==> src/rtl/coin_acceptor_pkg.sv <==
// Shared types for the coin acceptor: FSM state encoding, the 4-bit credit
// type and the credit ceiling.
package coin_acceptor_pkg;

  typedef enum logic [2:0] {
    ST_IDLE    = 3'd0,
    ST_COLLECT = 3'd1,
    ST_START   = 3'd2,
    ST_WASHING = 3'd3,
    ST_REFUND  = 3'd4
  } state_t;

  typedef logic [3:0] credit_t;

  localparam credit_t MAX_CREDIT = 4'd15;

endpackage

==> src/rtl/coin_acceptor_debounce.sv <==
// coin_debounce: two-flop synchronizer plus debouncer for the raw coin sensor.
// Ports:
//   i_clk, i_reset    clock, synchronous active-high reset
//   i_coin_sensor     raw asynchronous, bouncy sensor (high while a coin passes)
//   o_coin_pulse      one-cycle pulse when a coin edge is accepted
// The debounced level only flips after the synchronized input has disagreed
// with it for DEBOUNCE_CYCLES consecutive cycles; a pulse is emitted on the
// cycle a rising flip is decided, so a coin is accepted once and cannot be
// accepted again until the sensor has been stably low.
module coin_debounce #(
  parameter int unsigned DEBOUNCE_CYCLES = 4
) (
  input  logic i_clk,
  input  logic i_reset,
  input  logic i_coin_sensor,
  output logic o_coin_pulse
);

  localparam int unsigned CW = (DEBOUNCE_CYCLES > 1) ? $clog2(DEBOUNCE_CYCLES) : 1;
  localparam logic [CW-1:0] RELOAD = CW'(DEBOUNCE_CYCLES - 1);

  logic          r_sync1;
  logic          r_sync2;
  logic          r_level;
  logic [CW-1:0] r_cnt;
  logic          w_differs;

  assign w_differs    = (r_sync2 != r_level);
  assign o_coin_pulse = w_differs && (r_cnt == '0) && r_sync2;

  always_ff @(posedge i_clk) begin
    if (i_reset) begin
      r_sync1 <= 1'b0;
      r_sync2 <= 1'b0;
      r_level <= 1'b0;
      r_cnt   <= RELOAD;
    end else begin
      r_sync1 <= i_coin_sensor;
      r_sync2 <= r_sync1;
      if (!w_differs) begin
        r_cnt <= RELOAD;
      end else if (r_cnt == '0) begin
        r_level <= r_sync2;
        r_cnt   <= RELOAD;
      end else begin
        r_cnt <= r_cnt - CW'(1);
      end
    end
  end

endmodule

==> src/rtl/coin_acceptor.sv <==
// coin_acceptor: credit collection, wash start and refund sequencing for a
// coin-operated washer.
// Ports:
//   i_clk, i_reset     clock, synchronous active-high reset
//   i_coin_sensor      raw coin-slot sensor
//   i_sel_double       user selection of a double wash (level)
//   i_start_btn        start request (one-cycle pulse)
//   i_cancel_btn       refund request (one-cycle pulse)
//   i_wash_done        washer controller: cycle complete (level)
//   i_refund_ack       hopper: refund paid (level)
//   o_coin_in          paid-start pulse to the washer controller
//   o_double_wash      double wash selected for the running cycle
//   o_credit           coins currently held
//   o_refund_req       refund requested
//   o_refund_count     coins to refund, valid with o_refund_req
//   o_coin_reject      accepted coin edge that was not credited
//   o_busy             high in START and WASHING
//
// state   | meaning
// IDLE    | no credit held, waiting for the first coin
// COLLECT | holding credit, waiting for start or cancel
// START   | one-cycle paid start, o_coin_in high
// WASHING | washer running, coins still credited
// REFUND  | refund requested, waiting for hopper ack
module coin_acceptor
  import coin_acceptor_pkg::*;
#(
  parameter int unsigned DEBOUNCE_CYCLES = 4,
  parameter int unsigned SINGLE_PRICE    = 2,
  parameter int unsigned DOUBLE_PRICE    = 3
) (
  input  logic       i_clk,
  input  logic       i_reset,
  input  logic       i_coin_sensor,
  input  logic       i_sel_double,
  input  logic       i_start_btn,
  input  logic       i_cancel_btn,
  input  logic       i_wash_done,
  input  logic       i_refund_ack,
  output logic       o_coin_in,
  output logic       o_double_wash,
  output logic [3:0] o_credit,
  output logic       o_refund_req,
  output logic [3:0] o_refund_count,
  output logic       o_coin_reject,
  output logic       o_busy
);

  localparam credit_t SGL_PRICE = credit_t'(SINGLE_PRICE);
  localparam credit_t DBL_PRICE = credit_t'(DOUBLE_PRICE);

  state_t  r_state, w_state_nxt;
  credit_t r_credit, w_credit_nxt;
  credit_t r_refund_count, w_refund_count_nxt;
  logic    r_double, w_double_nxt;
  logic    r_refund_req, w_refund_req_nxt;
  logic    r_coin_reject, w_coin_reject_nxt;
  logic    r_wash_done_q;

  logic    w_coin_pulse;
  credit_t w_price;
  credit_t w_credit_plus;
  logic    w_overflow;
  logic    w_wash_rise;

  coin_debounce #(
    .DEBOUNCE_CYCLES (DEBOUNCE_CYCLES)
  ) u_debounce (
    .i_clk         (i_clk),
    .i_reset       (i_reset),
    .i_coin_sensor (i_coin_sensor),
    .o_coin_pulse  (w_coin_pulse)
  );

  assign w_price       = i_sel_double ? DBL_PRICE : SGL_PRICE;
  assign w_overflow    = w_coin_pulse && (r_credit == MAX_CREDIT);
  // Credit after this cycle's coin, saturating at MAX_CREDIT.
  assign w_credit_plus = (w_coin_pulse && !w_overflow) ? r_credit + 4'd1 : r_credit;
  // Registered previous level, so a level already high on WASHING entry is not a rise.
  assign w_wash_rise   = i_wash_done && !r_wash_done_q;

  always_ff @(posedge i_clk) begin
    if (i_reset) begin
      r_state        <= ST_IDLE;
      r_credit       <= '0;
      r_refund_count <= '0;
      r_double       <= 1'b0;
      r_refund_req   <= 1'b0;
      r_coin_reject  <= 1'b0;
      r_wash_done_q  <= 1'b0;
    end else begin
      r_state        <= w_state_nxt;
      r_credit       <= w_credit_nxt;
      r_refund_count <= w_refund_count_nxt;
      r_double       <= w_double_nxt;
      r_refund_req   <= w_refund_req_nxt;
      r_coin_reject  <= w_coin_reject_nxt;
      r_wash_done_q  <= i_wash_done;
    end
  end

  always_comb begin
    w_state_nxt        = r_state;
    w_credit_nxt       = r_credit;
    w_refund_count_nxt = r_refund_count;
    w_double_nxt       = r_double;
    w_refund_req_nxt   = r_refund_req;
    w_coin_reject_nxt  = 1'b0;
    case (r_state)
      ST_IDLE: begin
        w_coin_reject_nxt = w_overflow;
        if (w_coin_pulse) begin
          w_credit_nxt = w_credit_plus;
          w_state_nxt  = ST_COLLECT;
        end
      end
      ST_COLLECT: begin
        w_coin_reject_nxt = w_overflow;
        if (i_cancel_btn && (r_credit != '0)) begin
          w_credit_nxt       = w_credit_plus;
          w_refund_count_nxt = w_credit_plus;
          w_refund_req_nxt   = 1'b1;
          w_state_nxt        = ST_REFUND;
        end else if (i_start_btn && (r_credit >= w_price)) begin
          // Sufficiency is judged on pre-coin credit, so this cannot underflow.
          w_credit_nxt = w_credit_plus - w_price;
          w_double_nxt = i_sel_double;
          w_state_nxt  = ST_START;
        end else begin
          w_credit_nxt = w_credit_plus;
        end
      end
      ST_START: begin
        w_coin_reject_nxt = w_overflow;
        w_credit_nxt      = w_credit_plus;
        w_state_nxt       = ST_WASHING;
      end
      ST_WASHING: begin
        w_coin_reject_nxt = w_overflow;
        w_credit_nxt      = w_credit_plus;
        if (w_wash_rise) begin
          w_double_nxt = 1'b0;
          w_state_nxt  = (w_credit_plus != '0) ? ST_COLLECT : ST_IDLE;
        end
      end
      ST_REFUND: begin
        w_coin_reject_nxt = w_coin_pulse;
        if (i_refund_ack) begin
          w_credit_nxt       = '0;
          w_refund_count_nxt = '0;
          w_refund_req_nxt   = 1'b0;
          w_state_nxt        = ST_IDLE;
        end
      end
      default: w_state_nxt = ST_IDLE;
    endcase
  end

  assign o_coin_in      = (r_state == ST_START);
  assign o_busy         = (r_state == ST_START) || (r_state == ST_WASHING);
  assign o_double_wash  = r_double;
  assign o_credit       = r_credit;
  assign o_refund_req   = r_refund_req;
  assign o_refund_count = r_refund_count;
  assign o_coin_reject  = r_coin_reject;

endmodule

==> config.mk <==
export PLATFORM = sky130hd
export DESIGN_NAME = coin_acceptor
export DESIGN_NICKNAME = d
export VERILOG_FILES = /design/src/rtl/coin_acceptor_pkg.sv /design/src/rtl/coin_acceptor_debounce.sv /design/src/rtl/coin_acceptor.sv
export SDC_FILE = /design/constraint.sdc
export NUM_CORES = 1
export LEC_CHECK = 0
export ABC_AREA = 1
export BUFFER_PORTS_ARGS = -buffer_cell sky130_fd_sc_hd__buf_4
export CORE_MARGIN = 4
export CORE_UTILIZATION = 50
export DETAILED_ROUTE_END_ITERATION = 10
export PLACE_DENSITY = 0.72
export RECOVER_POWER = 50
export SETUP_SLACK_MARGIN = 0.3
export SLEW_MARGIN = 20
export SYNTH_ARGS = -nofsm -noshare
export SYNTH_HDL_FRONTEND = slang
export SYNTH_SLANG_ARGS = --single-unit
==> constraint.sdc <==
create_clock -name i_clk -period 4.45 [get_ports i_clk]
set_input_delay 0.2225 -clock i_clk [delete_from_list [all_inputs] [get_ports i_clk]]
set_output_delay 0.2225 -clock i_clk [all_outputs]
set_load 0.05 [all_outputs]
==> results.yml <==
setup_path:
  cp_cell_sequence: "ha_1 > nand3_1 > nand3_1 > nand2_1 > nand2_1 > inv_1 > ha_1 > inv_1 > ha_1 > inv_1 > a21oi_1 > o22ai_1 > a21oi_1"
  critical_path_class: "reg -> reg"
  cp-start-kind: "flip-flop"
  cp_max_fo: 8
  end_kind: "flip-flop"
  cp.arrival_ns: 2.48
  crit_slowest_cell: "dfxtp_1"
  cpPeakStageDelay_ns: 0.49
  worstPathRequired_ns: 4.66
global_route:
  gr-usage-all-layers: 0.188
  antenna_found_initial: 0
  globalRouteOverflowTotal: 0
  grt_pass1_vias: 1167
  grt_max_degree: 17
  grt_pass1_wl_um: 5040
placed_design:
  gp_congestion: 0.963
  postPlaceCellArea_um2: 1410
  io_buffer_count: 20
  dpl.hpwl_um: 2270
  place_inst: 230
drt:
  dr_wl_met3_um: 177
  drcViolationCount: 0
  drt_first_iter_violations: 53
  top_layer: "met4"
  ant_nets: 0
  wl_per_cell_um: 12.1
  met2_length_um: 1230
  vias: 1199
  via_per_inst: 5.12
  totalWireLength_um: 2820
  wl_met1_um: 1380
  dr.pass1.iters: 4
cells_and_area:
  finalInstanceArea_um2: 1420
  diodes: 0
  fillers: 232
  layout.nets: 221
  area_growth_pct: 15.3
  multi_input_area_um2: 703
  final_common_cell: "nand2_1"
  regArea_um2: 400
  post_route_cells_drive_above_1_share: 0.180
  final_cell_mix: "nand2_1, inv_1, dfxtp_1"
  instances_no_fill: 234
hold_path:
  hp-class: "in -> reg"
logic_synthesis:
  synth_cells: 184
  syn_nets: 198
  yosysSeqAreaShare: 0.324
  yosys_register_bits: 20
  synth_warnings: 0
  synth.cell_area_um2: 1230
  syn_area_per_cell_um2: 6.71
  ys_types: 28
timing:
  setup_tns_ns: 0
  max_freq_ghz: 0.439
  slew_viol_final: 0
  hold_viol: 0
  min_period_ns: 2.28
  finalCritPeriodShare: 0.512
  clock_skew_ns: 0.00490
  setup_viol: 0
  max_slew.worst_pin.slew_ns: 0.685
  relSlewSlack: 0.544
  grt_setup_unrepaired: "no"
clock_tree:
  clkSinkCount: 20
  cts_resized: 0
  cts_setup_buffers: 0
  clock_latency_ns: 0.31
  path_clk_slew_ns: 0.12
  htree_levels: 1
  cts_hold_buf: 0
  cts_buffers: 3
  cts_root_buffer: "clkbuf_4"
  cts_tree: "built"
  clockBufferDepth: 2
power:
  power_density_nw_per_um2: 507
  peakVddDrop_uv: 327
  comb_power_share: 0.473
  p_leak_nw: 0.697
  power_switching_mw: 0.328
  pwr-share-seq: 0.317
  p_sw_frac: 0.455
  intPower_mw: 0.394
  clockPowerShare: 0.211
floorplan:
  ioPinCount: 21
  core_area_um2: 2280
  rows: 17
  chipHeight_um: 57.7
  dieArea_um2: 3330
  start_util: 0.543
  dieWidth_um: 57.7
flow_run:
  drv_cap: 0
run_status:
  outcome: "finished, final reports clean"
[stage by stage]
stage | setup slack, ns | power (mW) | hold slack [ns] | util
floorplan | 2.10 | 0.499 | 0.329 | -
global placement | 2.24 | 0.580 | 0.373 | 0.621
detailed placement | 2.23 | 0.582 | 0.384 | 0.621
CTS | 2.21 | 0.735 | 0.107 | 0.644
global route | 1.89 | 0.785 | 0.112 | 0.626
finish | 2.17 | 0.722 | 0.108 | 0.626
[layout make-up]
type	count	share of cell area
multi-input cells	129	0.494
flip-flops and latches	20	0.281
inverters	33	0.0870
repair buffers	20	0.0764
clock inverters	1	0.0211
well taps	28	0.0246
clock buffers	3	0.0158
[cells by family after synthesis]
kind of cell,Yosys count,synth area share
adder cells (fa/ha/maj),6,0.0608
flip-flops,20,0.324
buffers and inverters,35,0.106
AND/OR/NAND/NOR,100,0.398
AO/OA/AOI/OAI,23,0.110
[worst max-delay path: cells and delay by family, from the launching register on]
kind            cells  cell delay [ns]
compound gates      3             0.31
flops               1             0.49
fa+ha+maj           3             0.67
simple gates        4             0.49
buf+inv             3             0.22
[layer usage]
layer  vias to the layer above  global-route usage
met3                         4              0.0334
met4                         0              0.0497
met5                         -                   0
met1                       537               0.260
met2                        32               0.303
li1                        626                   -
[worst paths after layout]
check                       from                   to  slack [ns]  cells after the start
max                  o_credit[1]          o_credit[1]        2.17                     13
min                i_coin_sensor   u_debounce.r_sync1        0.11                      3
max reg2reg          o_credit[1]          o_credit[1]        2.17                     13
min reg2reg  u_debounce.r_cnt[0]  u_debounce.r_cnt[0]        0.41                      1
[registers in the layout, summed over array words and instances (netlist names)]
register / cells
o_credit: 4
o_refund_count: 4
r_state: 3
u_debounce.r_cnt: 2
o_coin_reject: 1
o_double_wash: 1
o_refund_req: 1
r_wash_done_q: 1
u_debounce.r_level: 1
u_debounce.r_sync1: 1
u_debounce.r_sync2: 1
[power by group through the flow]
| stage | sequential [mW] | clock, mW | combinational [mW] |
|---|---|---|---|
| after floorplan | 0.269 | 0 | 0.231 |
| after global placement | 0.230 | 0 | 0.350 |
| after detailed placement | 0.232 | 0 | 0.350 |
| after CTS | 0.229 | 0.156 | 0.351 |
| after global routing | 0.232 | 0.164 | 0.390 |
| final | 0.229 | 0.152 | 0.342 |
[synth_stat cells]
library cell | instances | share of area
nand2_4 | 1 | 0.0091
nor2_1 | 17 | 0.052
nor2_4 | 2 | 0.018
a21oi_2 | 1 | 0.0071
o21ai_0 | 4 | 0.016
nor3_2 | 1 | 0.0081
a21oi_1 | 12 | 0.049
ha_1 | 6 | 0.061
nand4_1 | 3 | 0.015
o22ai_1 | 1 | 0.0051
nand2_1 | 45 | 0.14
nand3b_4 | 1 | 0.016
dfxtp_1 | 20 | 0.32
nor3_1 | 4 | 0.016
inv_2 | 3 | 0.0091
nand2_2 | 6 | 0.030
inv_1 | 30 | 0.091
o21bai_1 | 1 | 0.0061
nor4_1 | 1 | 0.0051
nand3_2 | 2 | 0.016
o31ai_1 | 1 | 0.0061
nand3_1 | 11 | 0.045
or2_2 | 1 | 0.0051
o211ai_1 | 1 | 0.0061
a31oi_1 | 1 | 0.0051
o22ai_2 | 1 | 0.010
clkbuf_1 | 2 | 0.0061
nor2_2 | 5 | 0.025
Power figures use the tool's default switching activity.
